===== src/rtl/axi_tg_pkg.sv =====
// Shared types and constants for the AXI4 traffic master.
// The LFSR constant is only consumed when AXI_TG_LFSR_EN is defined.
package axi_tg_pkg;

    // Top-level sequencing states for the write-then-read-back pass
    typedef enum logic [2:0] {
        IDLE    = 3'd0,
        WR_ADDR = 3'd1,
        WR_DATA = 3'd2,
        WR_RESP = 3'd3,
        RD_ADDR = 3'd4,
        RD_DATA = 3'd5,
        DONE    = 3'd6
    } tg_state_e;

    localparam logic [1:0] AXI_RESP_OKAY  = 2'b00;
    localparam logic [1:0] AXI_BURST_INCR = 2'b01;

    // Galois feedback mask for x^32 + x^22 + x^2 + x + 1 (right-shifting form)
    localparam logic [31:0] LFSR_TAPS = 32'h8020_0003;

    // One step of the right-shifting Galois LFSR
    function automatic logic [31:0] lfsr_step(input logic [31:0] cur);
        lfsr_step = {1'b0, cur[31:1]} ^ (cur[0] ? LFSR_TAPS : 32'h0000_0000);
    endfunction

endpackage


===== src/rtl/axi_tg_pattern.sv =====
// Data pattern generator for the traffic master; one copy per direction.
// AXI_TG_LFSR_EN defined  : 32-bit Galois LFSR seeded with SEED, stepped on each accepted beat.
// AXI_TG_LFSR_EN undefined: beat byte address XOR SEED (purely combinational).
// The 32-bit pattern is truncated or replicated to fill DATA_W.
module axi_tg_pattern
    import axi_tg_pkg::*;
#(
    parameter int          ADDR_W = 32,
    parameter int          DATA_W = 32,
    parameter logic [31:0] SEED   = 32'hA5A5_0F0F
) (
    input  logic              clk,
    input  logic              rst,
    input  logic              restart,
    input  logic              advance,
    input  logic [ADDR_W-1:0] addr,
    output logic [DATA_W-1:0] data
);

    logic [31:0] pattern;

`ifdef AXI_TG_LFSR_EN

    logic [31:0] lfsr_q;
    logic        unused_addr;

    // The address only drives the pattern in the address-XOR mode
    assign unused_addr = ^addr;

    // Reload the seed at every phase start and step once per accepted beat
    always_ff @(posedge clk) begin
        if (rst || restart) begin
            lfsr_q <= SEED;
        end else if (advance) begin
            lfsr_q <= lfsr_step(lfsr_q);
        end
    end

    assign pattern = lfsr_q;

`else

    logic [31:0] addr32;
    logic        unused_ctrl;

    // No state is kept in this mode, so the sequencing inputs are not needed
    assign unused_ctrl = ^{clk, rst, restart, advance, addr};

    // Zero-extend or truncate the beat address to the 32-bit pattern width
    for (genvar i = 0; i < 32; i++) begin : g_addr32
        if (i < ADDR_W) begin : g_bit
            assign addr32[i] = addr[i];
        end else begin : g_zero
            assign addr32[i] = 1'b0;
        end
    end

    assign pattern = addr32 ^ SEED;

`endif

    // Replicate the 32-bit pattern across the data bus (truncates when DATA_W < 32)
    for (genvar j = 0; j < DATA_W; j++) begin : g_fit
        assign data[j] = pattern[j % 32];
    end

endmodule


===== src/rtl/axi4_traffic_master.sv =====
// AXI4 initiator for DDR3 bring-up: writes NUM_BURSTS INCR bursts of a known
// pattern from BASE_ADDR, reads them back, and counts mismatches/response errors.
// One burst outstanding at a time; AW always precedes W.
// Optional feature: define AXI_TG_LFSR_EN to use an LFSR data pattern instead of
// the default address-XOR-seed pattern (selected inside axi_tg_pattern).
module axi4_traffic_master
    import axi_tg_pkg::*;
#(
    parameter int                ADDR_W     = 32,
    parameter int                DATA_W     = 32,
    parameter int                ID_W       = 4,
    parameter int                BURST_LEN  = 16,
    parameter int                NUM_BURSTS = 64,
    parameter logic [ADDR_W-1:0] BASE_ADDR  = '0,
    parameter logic [ID_W-1:0]   TXN_ID     = 4'h1,
    parameter logic [31:0]       SEED       = 32'hA5A5_0F0F
) (
    input  logic                  clk,
    input  logic                  rst,
    input  logic                  start,
    output logic                  busy,
    output logic                  done,
    output logic [15:0]           err_cnt,
    output logic [ADDR_W-1:0]     first_err_addr,
    // write address channel
    output logic                  awvalid,
    input  logic                  awready,
    output logic [ADDR_W-1:0]     awaddr,
    output logic [ID_W-1:0]       awid,
    output logic [7:0]            awlen,
    output logic [1:0]            awburst,
    // write data channel
    output logic                  wvalid,
    input  logic                  wready,
    output logic [DATA_W-1:0]     wdata,
    output logic [DATA_W/8-1:0]   wstrb,
    output logic                  wlast,
    // write response channel
    input  logic                  bvalid,
    output logic                  bready,
    input  logic [ID_W-1:0]       bid,
    input  logic [1:0]            bresp,
    // read address channel
    output logic                  arvalid,
    input  logic                  arready,
    output logic [ADDR_W-1:0]     araddr,
    output logic [ID_W-1:0]       arid,
    output logic [7:0]            arlen,
    output logic [1:0]            arburst,
    // read data channel
    input  logic                  rvalid,
    output logic                  rready,
    input  logic [DATA_W-1:0]     rdata,
    input  logic [ID_W-1:0]       rid,
    input  logic [1:0]            rresp,
    input  logic                  rlast
);

    localparam int                 BYTES       = DATA_W / 8;
    localparam logic [7:0]         LAST_BEAT   = 8'(BURST_LEN - 1);
    localparam int                 BURST_CNT_W = (NUM_BURSTS > 1) ? $clog2(NUM_BURSTS) : 1;
    localparam logic [BURST_CNT_W-1:0] LAST_BURST = BURST_CNT_W'(NUM_BURSTS - 1);
    localparam logic [ADDR_W-1:0]  BEAT_BYTES  = ADDR_W'(BYTES);
    localparam logic [ADDR_W-1:0]  BURST_BYTES = ADDR_W'(BURST_LEN * BYTES);

    tg_state_e                state_q;
    tg_state_e                state_d;

    logic [7:0]               beat_q;
    logic [BURST_CNT_W-1:0]   burst_q;
    logic [ADDR_W-1:0]        burst_addr_q;
    logic [ADDR_W-1:0]        beat_addr;
    logic [15:0]              err_cnt_q;
    logic [ADDR_W-1:0]        first_err_q;

    logic                     start_acc;
    logic                     last_beat;
    logic                     last_burst;
    logic                     aw_hs;
    logic                     w_hs;
    logic                     b_hs;
    logic                     ar_hs;
    logic                     r_hs;
    logic                     b_err;
    logic                     r_err;
    logic                     err_event;
    logic [ADDR_W-1:0]        err_addr;
    logic                     rd_restart;
    logic [DATA_W-1:0]        wr_pattern;
    logic [DATA_W-1:0]        rd_expect;

    // Handshakes and beat/burst position; valids come from state only, never from a ready
    assign start_acc  = (state_q == IDLE) && start;
    assign last_beat  = (beat_q == LAST_BEAT);
    assign last_burst = (burst_q == LAST_BURST);
    assign aw_hs      = awvalid && awready;
    assign w_hs       = wvalid && wready;
    assign b_hs       = bvalid && bready;
    assign ar_hs      = arvalid && arready;
    assign r_hs       = rvalid && rready;
    assign beat_addr  = burst_addr_q + (ADDR_W'(beat_q) * BEAT_BYTES);
    assign rd_restart = b_hs && last_burst;

    // Response checking: several faults on one beat still count as a single error
    assign b_err     = b_hs && ((bresp != AXI_RESP_OKAY) || (bid != TXN_ID));
    assign r_err     = r_hs && ((rdata != rd_expect) || (rresp != AXI_RESP_OKAY) ||
                                (rid != TXN_ID) || (rlast != last_beat));
    assign err_event = b_err || r_err;
    assign err_addr  = b_hs ? burst_addr_q : beat_addr;

    // Constant and registered payload; held stable for as long as the state holds
    assign awaddr  = burst_addr_q;
    assign araddr  = burst_addr_q;
    assign awid    = TXN_ID;
    assign arid    = TXN_ID;
    assign awlen   = LAST_BEAT;
    assign arlen   = LAST_BEAT;
    assign awburst = AXI_BURST_INCR;
    assign arburst = AXI_BURST_INCR;
    assign wstrb   = '1;
    assign wdata   = wr_pattern;

    assign err_cnt        = err_cnt_q;
    assign first_err_addr = first_err_q;

    // State register; reset abandons any transaction in flight
    always_ff @(posedge clk) begin
        if (rst) begin
            state_q <= IDLE;
        end else begin
            state_q <= state_d;
        end
    end

    // Next-state sequencing: write all bursts, then read them all back
    always_comb begin
        state_d = state_q;
        case (state_q)
            IDLE: begin
                if (start) state_d = WR_ADDR;
            end
            WR_ADDR: begin
                if (aw_hs) state_d = WR_DATA;
            end
            WR_DATA: begin
                if (w_hs && last_beat) state_d = WR_RESP;
            end
            WR_RESP: begin
                if (b_hs) state_d = last_burst ? RD_ADDR : WR_ADDR;
            end
            RD_ADDR: begin
                if (ar_hs) state_d = RD_DATA;
            end
            RD_DATA: begin
                if (r_hs && last_beat) state_d = last_burst ? DONE : RD_ADDR;
            end
            DONE: begin
                state_d = IDLE;
            end
            default: begin
                state_d = IDLE;
            end
        endcase
    end

    // Channel valids/readies and status decoded purely from the current state
    always_comb begin
        awvalid = 1'b0;
        wvalid  = 1'b0;
        wlast   = 1'b0;
        bready  = 1'b0;
        arvalid = 1'b0;
        rready  = 1'b0;
        busy    = 1'b0;
        done    = 1'b0;
        case (state_q)
            WR_ADDR: begin
                awvalid = 1'b1;
                busy    = 1'b1;
            end
            WR_DATA: begin
                wvalid = 1'b1;
                wlast  = last_beat;
                busy   = 1'b1;
            end
            WR_RESP: begin
                bready = 1'b1;
                busy   = 1'b1;
            end
            RD_ADDR: begin
                arvalid = 1'b1;
                busy    = 1'b1;
            end
            RD_DATA: begin
                rready = 1'b1;
                busy   = 1'b1;
            end
            DONE: begin
                done = 1'b1;
                busy = 1'b1;
            end
            default: begin
                busy = 1'b0;
            end
        endcase
    end

    // Beat and burst position; the beat counter is shared by both phases
    always_ff @(posedge clk) begin
        if (rst) begin
            beat_q       <= '0;
            burst_q      <= '0;
            burst_addr_q <= '0;
        end else begin
            if (start_acc) begin
                beat_q       <= '0;
                burst_q      <= '0;
                burst_addr_q <= BASE_ADDR;
            end else begin
                if (w_hs || r_hs) begin
                    beat_q <= last_beat ? 8'd0 : beat_q + 8'd1;
                end
                if (b_hs || (r_hs && last_beat)) begin
                    if (last_burst) begin
                        burst_q      <= '0;
                        burst_addr_q <= BASE_ADDR;
                    end else begin
                        burst_q      <= burst_q + BURST_CNT_W'(1);
                        burst_addr_q <= burst_addr_q + BURST_BYTES;
                    end
                end
            end
        end
    end

    // Saturating error count with the address of the first error since start
    always_ff @(posedge clk) begin
        if (rst) begin
            err_cnt_q   <= '0;
            first_err_q <= '0;
        end else if (start_acc) begin
            err_cnt_q   <= '0;
            first_err_q <= '0;
        end else if (err_event) begin
            if (err_cnt_q != 16'hFFFF) begin
                err_cnt_q <= err_cnt_q + 16'd1;
            end
            if (err_cnt_q == 16'd0) begin
                first_err_q <= err_addr;
            end
        end
    end

    axi_tg_pattern #(
        .ADDR_W (ADDR_W),
        .DATA_W (DATA_W),
        .SEED   (SEED)
    ) u_wr_pattern (
        .clk     (clk),
        .rst     (rst),
        .restart (start_acc),
        .advance (w_hs),
        .addr    (beat_addr),
        .data    (wr_pattern)
    );

    axi_tg_pattern #(
        .ADDR_W (ADDR_W),
        .DATA_W (DATA_W),
        .SEED   (SEED)
    ) u_rd_pattern (
        .clk     (clk),
        .rst     (rst),
        .restart (rd_restart),
        .advance (r_hs),
        .addr    (beat_addr),
        .data    (rd_expect)
    );

endmodule


===== config.mk =====
export PLATFORM = sky130hd
export DESIGN_NAME = axi4_traffic_master
export DESIGN_NICKNAME = d
export VERILOG_FILES = /design/src/rtl/axi_tg_pkg.sv /design/src/rtl/axi_tg_pattern.sv /design/src/rtl/axi4_traffic_master.sv
export SDC_FILE = /design/constraint.sdc
export NUM_CORES = 1
export LEC_CHECK = 0
export CORE_MARGIN = 4
export CORE_UTILIZATION = 46
export CTS_CLUSTER_SIZE = 16
export DETAILED_ROUTE_END_ITERATION = 10
export PLACE_DENSITY_LB_ADDON = 0.1
export SLEW_MARGIN = 0
export SYNTH_ARGS = -nofsm -noshare
export SYNTH_HDL_FRONTEND = slang
export SYNTH_SLANG_ARGS = --single-unit

===== constraint.sdc =====
create_clock -name clk -period 4.3 [get_ports clk]
set_input_delay 0.86 -clock clk [delete_from_list [all_inputs] [get_ports clk]]
set_output_delay 0.86 -clock clk [all_outputs]
set_load 0.02 [all_outputs]

## Yosys cells after proc, flatten, opt, wreduce, memory -nomap -nowiden

Cells that the tools add are included.

| storage, ports and cells | value |
|---|---|
| register bits after elaboration | 97 |
| latch bits | 0 |
| RAM bits | 0 |
| ROM bits | 0 |
| output and inout port bits | 184 |
| word-level logic and storage cells | 78 |
| memories | 0 |

| cells by class | value |
|---|---|
| add/sub/neg operators | 5 |
| multiply operators | 0 |
| div/mod/pow operators | 0 |
| magnitude comparators | 0 |
| equal/unequal tests | 19 |
| shift operators | 0 |
| muxes and demuxes | 21 |
| bitwise gates (word level) | 1 |
| reductions and logical operators | 26 |

Operators by type and width:

| kind | number |
|---|---|
| 32-bit two-way mux | 2 |
| 32-bit by 10-bit adder with 32-bit output | 1 |
| 32-bit by 7-bit adder with 32-bit output (second input constant) | 1 |
| 32-bit inequality test | 1 |
| 3-bit two-way mux | 7 |
| 3-bit one-hot mux with 6 select lines | 1 |
| 16-bit by 1-bit adder with 16-bit output (second input constant) | 1 |
| 16-bit zero test | 1 |
| 16-bit inequality test (second input constant) | 1 |
| 16-bit inverter | 1 |
| 2-bit inequality test (second input constant) | 6 |
| 1-bit logical AND | 10 |
| 3-bit == test (second input constant) | 3 |
| 8-bit by 1-bit adder with 8-bit output (second input constant) | 1 |
| 8-bit by 4-bit == test with 1-bit output (second input constant) | 1 |
| 1-bit two-way mux | 8 |
| 8-bit two-way mux | 1 |
| 4-bit by 1-bit inequality test with 1-bit output (second input constant) | 2 |
| 1-bit logical OR | 7 |
| 6-bit by 1-bit adder with 6-bit output (second input constant) | 1 |
| 3-bit by 2-bit == test with 1-bit output (second input constant) | 2 |
| 6-bit == test (second input constant) | 1 |
| 6-bit two-way mux | 1 |
| 6-bit AND reduction | 1 |
| 8 further kinds | 10 |

## Depth between registers and ports, before layout

Gate-level depths: netlist of the first run.

| depth | value |
|---|---|
| word-level depth | 9 |
| depth in mapped cells | 13 |
| mapped depth without buffers | 10 |

## Hierarchy

Synthesis of the first run repeated with hierarchy kept, for this count alone.

| unflattened totals | value |
|---|---|
| cell total of the unflattened synthesis | 846 |
| area, all modules | 6481.2 µm² |

By module, submodules not included:

| module | times used | cells each | area each (µm²) | sequential area each (µm²) |
|---|---|---|---|---|
| axi4_traffic_master | 1 | 782 | 6120.9 | 1781.7 |
| axi_tg_pattern | 2 | 32 | 180.2 | 0.0 |

## Worst setup path before layout of the first run

Ideal clock, no wire load.

| timing | value |
|---|---|
| path kind | flip-flop to flip-flop |
| from | register burst_addr_q[7], in the netlist araddr[7] |
| to | register err_cnt_q[12], in the netlist err_cnt[12] |
| data arrival time | 3.678 ns |
| data required time | 4.181 ns |
| setup slack | 0.503 ns |
| cell stages (with the launch flop) | 14 |
| path buffers | 3 |
| period minus slack after synthesis | 3.797 ns |
| cell sequence | dfxtp_1 ha_1 a21oi_1 o21a_1 buf_1 nor2_1 xor2_1 xnor2_1 nand4b_1 o41ai_4 buf_4 buf_6 nor2_1 o221a_1 |

RTL lines:

| item | RTL line | text |
|---|---|---|
| start, declared | axi4_traffic_master.sv:71 | `logic [ADDR_W-1:0] burst_addr_q;` |
| start signal, assigned | axi4_traffic_master.sv:229 | `burst_addr_q <= burst_addr_q + BURST_BYTES;` |
| 32-bit by 10-bit adder with 32-bit output | axi4_traffic_master.sv:101 | `assign beat_addr = burst_addr_q + (ADDR_W'(beat_q) * BEAT_BYTES);` |
| named net wdata[15] | axi4_traffic_master.sv:35 | `output logic [DATA_W-1:0] wdata,` |
| 32-bit inequality test | axi4_traffic_master.sv:106 | `assign r_err = r_hs && ((rdata != rd_expect) \|\| (rresp != AXI_RESP_OKAY) \|\|` |
| 1-bit logical OR (2 in a row) | axi4_traffic_master.sv:106 |  |
| 1-bit logical OR | axi4_traffic_master.sv:107 | `(rid != TXN_ID) \|\| (rlast != last_beat));` |
| 1-bit logical AND | axi4_traffic_master.sv:106 |  |
| 1-bit logical OR | axi4_traffic_master.sv:108 | `assign err_event = b_err \|\| r_err;` |
| 2-bit AND reduction (no line) | -- |  |
| end signal, assigned | axi4_traffic_master.sv:246 | `err_cnt_q <= err_cnt_q + 16'd1;` |
| end, declared | axi4_traffic_master.sv:73 | `logic [15:0] err_cnt_q;` |

The timed path passes the listed nets, and every way through them passes these cells.
A chain may end at the register's enable or synchronous reset.

## Worst setup path in the final report of the first run

| timing | value |
|---|---|
| from | register beat_q[6] |
| to | output wdata[25] |

| between the ends | value |
|---|---|
| longest elaborated chain between the ends | 1 |

RTL lines:

| item | RTL line | text |
|---|---|---|
| start, declared | axi4_traffic_master.sv:69 | `logic [7:0] beat_q;` |
| start signal, assigned | axi4_traffic_master.sv:221 | `beat_q <= last_beat ? 8'd0 : beat_q + 8'd1;` |
| 32-bit by 10-bit adder with 32-bit output | axi4_traffic_master.sv:101 |  |
| end, declared | axi4_traffic_master.sv:35 |  |

Every way passes these cells.

==> results of run 1 <==
-- synthesized netlist by cell type, types with 3 or more instances --
library cell and n:
o31ai_1 5, clkbuf_1 36, xnor2_1 63, o21ba_2 4, nor4b_1 3, inv_1 12, a211oi_2 4, buf_4 82
nor2b_1 5, nor2_1 79, and4_1 4, xor2_1 52, or4_1 7, nand2_1 115, buf_2 7, nand4b_1 3
o21ai_0 12, dfxtp_1 89, and3_1 11, nand2b_1 4, nand4_1 27, and2_1 9, a21oi_1 26, o211ai_1 3
ha_1 9, nor3_1 11, or3_1 13, buf_1 3, o211a_1 3, nor4_1 11, nand3_1 30, mux2i_1 23
-- area by class of cell --
cell class | count | area, um^2 | share of cell area, %
repair buffers | 218 | 2120 | 25.0
inverters | 13 | 48.8 | 0.576
clock buffers | 9 | 225 | 2.66
well taps | 180 | 225 | 2.66
multi-input cells | 633 | 4000 | 47.2
flip-flops and latches | 89 | 1780 | 21.0
clock inverters | 6 | 68.8 | 0.812
-- cell families after synthesis --
logic type      synth area share [%]
xor+xnor                        16.3
other cells                    0.116
compound gates                  10.4
mux                             3.92
simple gates                    26.4
flops                           27.6
fa+ha+maj                       1.75
buf+inv                         13.5
-- placed cells by master (no fill, tap or decap), types with 4 or more instances in the layout --
cell,instances
clkdlybuf4s50_1,188
nand2_1,115
dfxtp_1,89
nor2_1,78
xnor2_1,63
xor2_1,52
conb_1,48
nand3_1,30
buf_4,29
nand4_1,27
a21oi_1,26
mux2i_1,23
or3_1,13
inv_1,12
o21ai_0,12
nor3_1,11
and3_1,11
nor4_1,11
and2_1,9
ha_1,9
clkbuf_16,9
or4_1,7
nor2b_1,5
o31ai_1,5
and4_1,4
nand2b_1,4
o21ba_2,4
a211oi_2,4
-- final timing paths --
kind / endpoint
setup / recovery: wdata[25]
hold / removal: first_err_addr[23]
setup reg to reg: first_err_addr[8]
hold reg to reg: first_err_addr[23]
-- stage by stage --
step | total power, mW | setup WS, ps
final | 2.07 | 183
after CTS | 2.09 | 216
after floorplan | 1.17 | 503
after detailed placement | 1.29 | 436
after global placement | 1.28 | 521
after global routing | 2.16 | 25.7
-- flip-flops by register name (all words and copies together) (netlist names) --
signal          count
err_cnt            16
beat_q              8
araddr             26
state_q             3
first_err_addr     30
burst_q             6
-- report_power, final --
part / switching [mW] / internal, mW / total, mW
clock: 0.349 / 0.451 / 0.801
combinational: 0.256 / 0.156 / 0.411
sequential: 0.0246 / 0.836 / 0.861
-- metal layers --
layer / part of all wire [%] / GRT usage, % / routed length (um) / up-vias
met2: 45 / 36.8 / 8760 / 282
met3: 7.9 / 3.87 / 1550 / 28
met4: 1.7 / 6.94 / 335 / 0
met5: 0 / 0 / 0 / -
li1: - / - / - / 2972
met1: 46 / 34.7 / 8940 / 2851
-- worst reg2reg max path, cell delays in order, from the launching register on --
cell and delay [ps]:
dfxtp_1 350, ha_1 400, nand2_1 170, o21a_1 230, buf_4 210, nor3_2 390, nand2_1 300, xor2_1 230
a221o_1 360, o41ai_4 500, nor2_4 290, o211a_1 290
==> results.md, run 1 <==
* Die footprint at 0.0160 mm^2
* Die height at 126 um
* Synth-to-Final Area Change at 31.3%
* Routed Antenna Nets at 0
* Most used cell, CP: nand2_1
* Worst IR Drop VDD at 0.000249 V
* Mapped Area at 0.00645 mm^2
* CTS buffer count at 9
* Synth async-reset ratio at 0%
* Vias in the first global route at 5710
* Drt wl/cell at 17.1 um
* Final GP Congestion at 0.956
* R2r setup slk at 480 ps
* Worst reg2reg startpoint: beat_q[6]
* Top cells by area, synth: dfxtp_1, buf_4, xnor2_1, xor2_1, nand2_1
* Post-route cell area at 0.00847 mm^2
* Detailed-route DRC error count at 0
* Worst Hold Slack at 456 ps
* DP Wirelength at 15.2 mm
* Antenna violations before repair at 0
* WP buf/inv at 2
* Worst-path clk slew at 60 ps
* CP cell instances: ha_1 -> nand2_1 -> o21a_1 -> buf_4 -> nor3_2 -> nand2_1 -> xnor2_1 -> clkdlybuf4s50_1
* Unique masters post-synth at 72
* Hold path depth at 2
* Clk sinks at 89
* Pwr Density at 245 mW/mm^2
* CP max stage delay at 620 ps
* Post-cts gate resize count at 0
* Lkg Pwr at 3.05 nW
* Overflow after GRT at 0
* Placed Area at 0.00818 mm^2
* Inserted Diodes at 0
* RSZ-0062 raised after global routing: false
* Outcome: finished clean
* Max_cap viols at 0
* CP max stage cell: clkdlybuf4s50_1
* Core outline area at 0.0138 mm^2
* Synthesis-stage register bit count at 89
* Final TNS setup at 0 ps
* Max Slew Vio Count at 0
* Crit path DAT at 3260 ps
* CTS Root Cell: clkbuf_16
* Critical Path Source: beat_q[6]
* Post-synth EDFFs at 0
* Fin crit period at 4120 ps
* Chip Width at 126 um
* Initial DRC count at 536
* Nets@finish at 1026
* CP Depth at 8
* Worst setup SP type: flop
* Leading area contributor after synthesis: dfxtp_1
* Setup Viol. Count Final at 0
* Hold buffers post-CTS at 0
* Via Count at 6133
* Final Cycle Share at 95.7%
* Clock Tree Buf Depth at 2
* Rows at 43
* Worst Path Max Fanout at 12
* Final Hold Fails at 0
* Setup Skew at 11.5 ps
* Hold path startpoint: first_err_addr[23]
* Post-Synthesis Cells at 819
* Initial cell density of the core at 46.7%
* Synth warn at 0
* Ys flop type: dfxtp_1
* Mapped Avg Cell Area at 7.88 um^2
* Post-synthesis sequential area ratio at 27.6%
* Fillcell total at 1246
* I/O Buffers at 188
* CTS tree: done
* Fin cells at 1148
* Worst hold path type: reg2reg
* Total Routed Length at 19.6 mm
* Share of the synthesized area in the top cell type at 27.6%
* Required @ worst endpoint at 3440 ps
* CP delay by family, top: simple AND/OR/NAND/NOR gates
* CP Capture Type: output pin
* First-pass GRT wire length at 31.1 mm
* Fmax at 243 MHz
* Largest net degree at the start of global routing at 52
* DR pass1 iterations at 5
* Total GRT Usage at 24.0%
* Via-per-instance ratio at 5.34
* R2R cell count at 11
* Worst-Margin Slew at 1020 ps
* Postcts setup bufs at 0
* H-tree levels at 3
* Critical path class: reg2out
* Slew HR at 31.9%
* Fin util at 61.3%
* Worst-Skew Late Latency at 360 ps
* Post-Place Cells at 1133
* I/O pins at 237
* Share of layout cells above drive strength 1 at 7.13%
Note: power is estimated with default switching activity, not from simulation.
==> run 2: changes to the inputs <==
--- a/config.mk
+++ b/config.mk
@@ -6,10 +6,11 @@
 export NUM_CORES = 1
 export LEC_CHECK = 0
 export CORE_MARGIN = 4
-export CORE_UTILIZATION = 46
+export CORE_UTILIZATION = 35
 export CTS_CLUSTER_SIZE = 16
 export DETAILED_ROUTE_END_ITERATION = 10
 export PLACE_DENSITY_LB_ADDON = 0.1
+export SKIP_CTS_REPAIR_TIMING = 1
 export SLEW_MARGIN = 0
 export SYNTH_ARGS = -nofsm -noshare
 export SYNTH_HDL_FRONTEND = slang
==> results.md, run 2 (synthesized netlist as in run 1, its figures left out) <==
* DP Wirelength at 16.1 mm (was 15.2 mm)
* CP max stage delay at 630 ps (was 620 ps)
* Die height at 144 um (was 126 um)
* Post-Place Cells at 1182 (was 1133)
* RSZ-0062 raised after global routing: false (unchanged)
* Required @ worst endpoint at 3440 ps (about the same)
* R2r setup slk at 330 ps (was 480 ps)
* Die footprint at 0.0207 mm^2 (was 0.0160 mm^2)
* Switching portion of total power at 30.8% (was 30.4%)
* P_int at 1.46 mW (was 1.44 mW)
* CP Capture Type: output pin (unchanged)
* First-pass GRT wire length at 32.0 mm (was 31.1 mm)
* Drt wl/cell at 17.5 um (was 17.1 um)
* Final Hold Fails at 0 (unchanged)
* Initial cell density of the core at 35.8% (was 46.7%)
* Setup Viol. Count Final at 0 (unchanged)
* Comb power frac at 19.9% (was 19.8%)
* Final GP Congestion at 0.860 (was 0.956)
* Overflow after GRT at 0 (unchanged)
* Initial DRC count at 385 (was 536)
* Setup Skew at 8.26 ps (was 11.5 ps)
* Routed Antenna Nets at 0 (unchanged)
* I/O pins at 237 (unchanged)
* Pwr Density at 247 mW/mm^2 (was 245 mW/mm^2)
* Fin crit period at 4140 ps (was 4120 ps)
* Lkg Pwr at 3.07 nW (was 3.05 nW)
* Fin cells at 1198 (was 1148)
* Worst IR Drop VDD at 0.000184 V (was 0.000249 V)
* Largest net degree at the start of global routing at 53 (was 52)
* Worst hold path type: reg2reg (unchanged)
* Worst Hold Slack at 455 ps (was 456 ps)
* Final TNS setup at 0 ps (unchanged)
* Via-per-instance ratio at 5.04 (was 5.34)
* Worst-Margin Slew at 1050 ps (was 1020 ps)
* Clock power share at 39.3% (was 38.6%)
* Max Slew Vio Count at 0 (unchanged)
* Core outline area at 0.0180 mm^2 (was 0.0138 mm^2)
* Worst setup SP type: flop (unchanged)
* Most common cell after layout, fill and taps aside: clkdlybuf4s50_1 (unchanged)
* Synth-to-Final Area Change at 32.6% (was 31.3%)
* Most frequent cells in the layout: clkdlybuf4s50_1, nand2_1, dfxtp_1 (unchanged)
* CP cell instances: ha_1 -> a21oi_1 -> o21a_1 -> buf_4 -> nor2_1 -> nand3_1 -> xnor2_1 -> clkdlybuf4s50_1 (was ha_1 -> nand2_1 -> o21a_1 -> buf_4 -> nor3_2 -> nand2_1 -> xnor2_1 -> clkdlybuf4s50_1)
* Nets@finish at 1026 (unchanged)
* Sw Pwr at 652 uW (was 630 uW)
* Total Routed Length at 20.9 mm (was 19.6 mm)
* Max_cap viols at 0 (unchanged)
* Critical path class: reg2out (unchanged)
* Worst-Skew Late Latency at 360 ps (about the same)
* Via Count at 6032 (was 6133)
* I/O Buffers at 188 (unchanged)
* Worst Path Max Fanout at 11 (was 12)
* Antenna violations before repair at 0 (unchanged)
* Vias in the first global route at 5636 (was 5710)
* Crit path DAT at 3280 ps (was 3260 ps)
* Worst-path clk slew at 60 ps (about the same)
* H-tree levels at 3 (unchanged)
* Share of layout cells above drive strength 1 at 7.22% (was 7.13%)
* Fmax at 242 MHz (was 243 MHz)
* CP max stage cell: clkdlybuf4s50_1 (unchanged)
* Reg power frac at 40.8% (was 41.5%)
* Total GRT Usage at 19.9% (was 24.0%)
* Final Worst Setup Slack at 164 ps (was 183 ps)
* Clock Tree Buf Depth at 2 (unchanged)
* Detailed-route DRC error count at 0 (unchanged)
* DR pass1 iterations at 5 (unchanged)
* CTS tree: done (unchanged)
* Max reg flops at 30 (unchanged)
* Slew HR at 29.7% (was 31.9%)
* Pre-CTS setup slack at 326 ps (was 436 ps)
* Final Cycle Share at 96.2% (was 95.7%)
* Outcome: finished clean (unchanged)
* Chip Width at 144 um (was 126 um)
* Rows at 49 (was 43)
* CTS Root Cell: clkbuf_16 (unchanged)
* CTS buffer count at 9 (unchanged)
* Clk sinks at 89 (unchanged)
* Inserted Diodes at 0 (unchanged)
## run 2: changes by cell type in the layout (fill, tap and decap cells not counted)
| cell | previous run | this run |
|---|---|---|
| clkbuf_1 | 0 | 1 |
| nor4_1 | 11 | 10 |
| nor3_2 | 1 | 0 |
| nor4_2 | 1 | 2 |
| inv_8 | 1 | 0 |
| inv_6 | 0 | 2 |
| clkinv_2 | 2 | 1 |
| clkinv_4 | 2 | 1 |
| nor3_4 | 0 | 1 |
| clkbuf_8 | 0 | 1 |
## run 2: power groups by stage
stage          Combinational [mW]  Sequential [mW]  Clock (mW)
6_report                    0.421            0.863       0.833
5_1_grt                     0.457            0.866       0.887
4_1_cts                     0.423            0.862       0.853
3_5_place_dp                0.421            0.881           0
3_3_place_gp                0.420            0.882           0
2_1_floorplan               0.300            0.865           0
## run 2: stage by stage
step	utilization [%]	cell area (um^2)	power, mW
6_report	47.5	8550	2.12
5_1_grt	47.5	8550	2.21
4_1_cts	47.4	8540	2.14
3_5_place_dp	45.7	8240	1.30
3_3_place_gp	45.7	8240	1.30
2_1_floorplan	-	6630	1.17
## run 2: area by class of cell
cell class | instances | area, um^2
fillers | 1869 | 9470
repair buffers | 218 | 2120
multi-input cells | 633 | 4010
clock inverters | 5 | 61.3
flip-flops and latches | 89 | 1780
inverters | 13 | 48.8
well taps | 229 | 287
clock buffers | 11 | 243
## run 2: worst paths after layout
check,startpoint,to,cells past startpoint
worst min register to register,first_err_addr[16],first_err_addr[16],2
worst min-delay path,first_err_addr[16],first_err_addr[16],2
worst max-delay path,araddr[9],wdata[30],8
worst max register to register,araddr[6],first_err_addr[6],10
## run 2: worst max-delay path, delay by kind of cell, from the launching register on
family / cells / cell delay, ps
buffers and inverters: 2 / 860
adders and majority gates: 1 / 320
AOI/OAI and AO/OA: 2 / 960
and+or+nand+nor: 2 / 180
DFF: 1 / 460
xor gates and xnor gates: 1 / 120
## run 2: layer usage
metal  GRT usage, %  up-vias  wire (um)
li1               -     2983          -
met1           28.0     2805       9910
met2           30.8      220       9350
met3           4.59       24       1320
met4           5.00        0        342
met5              0        -          0
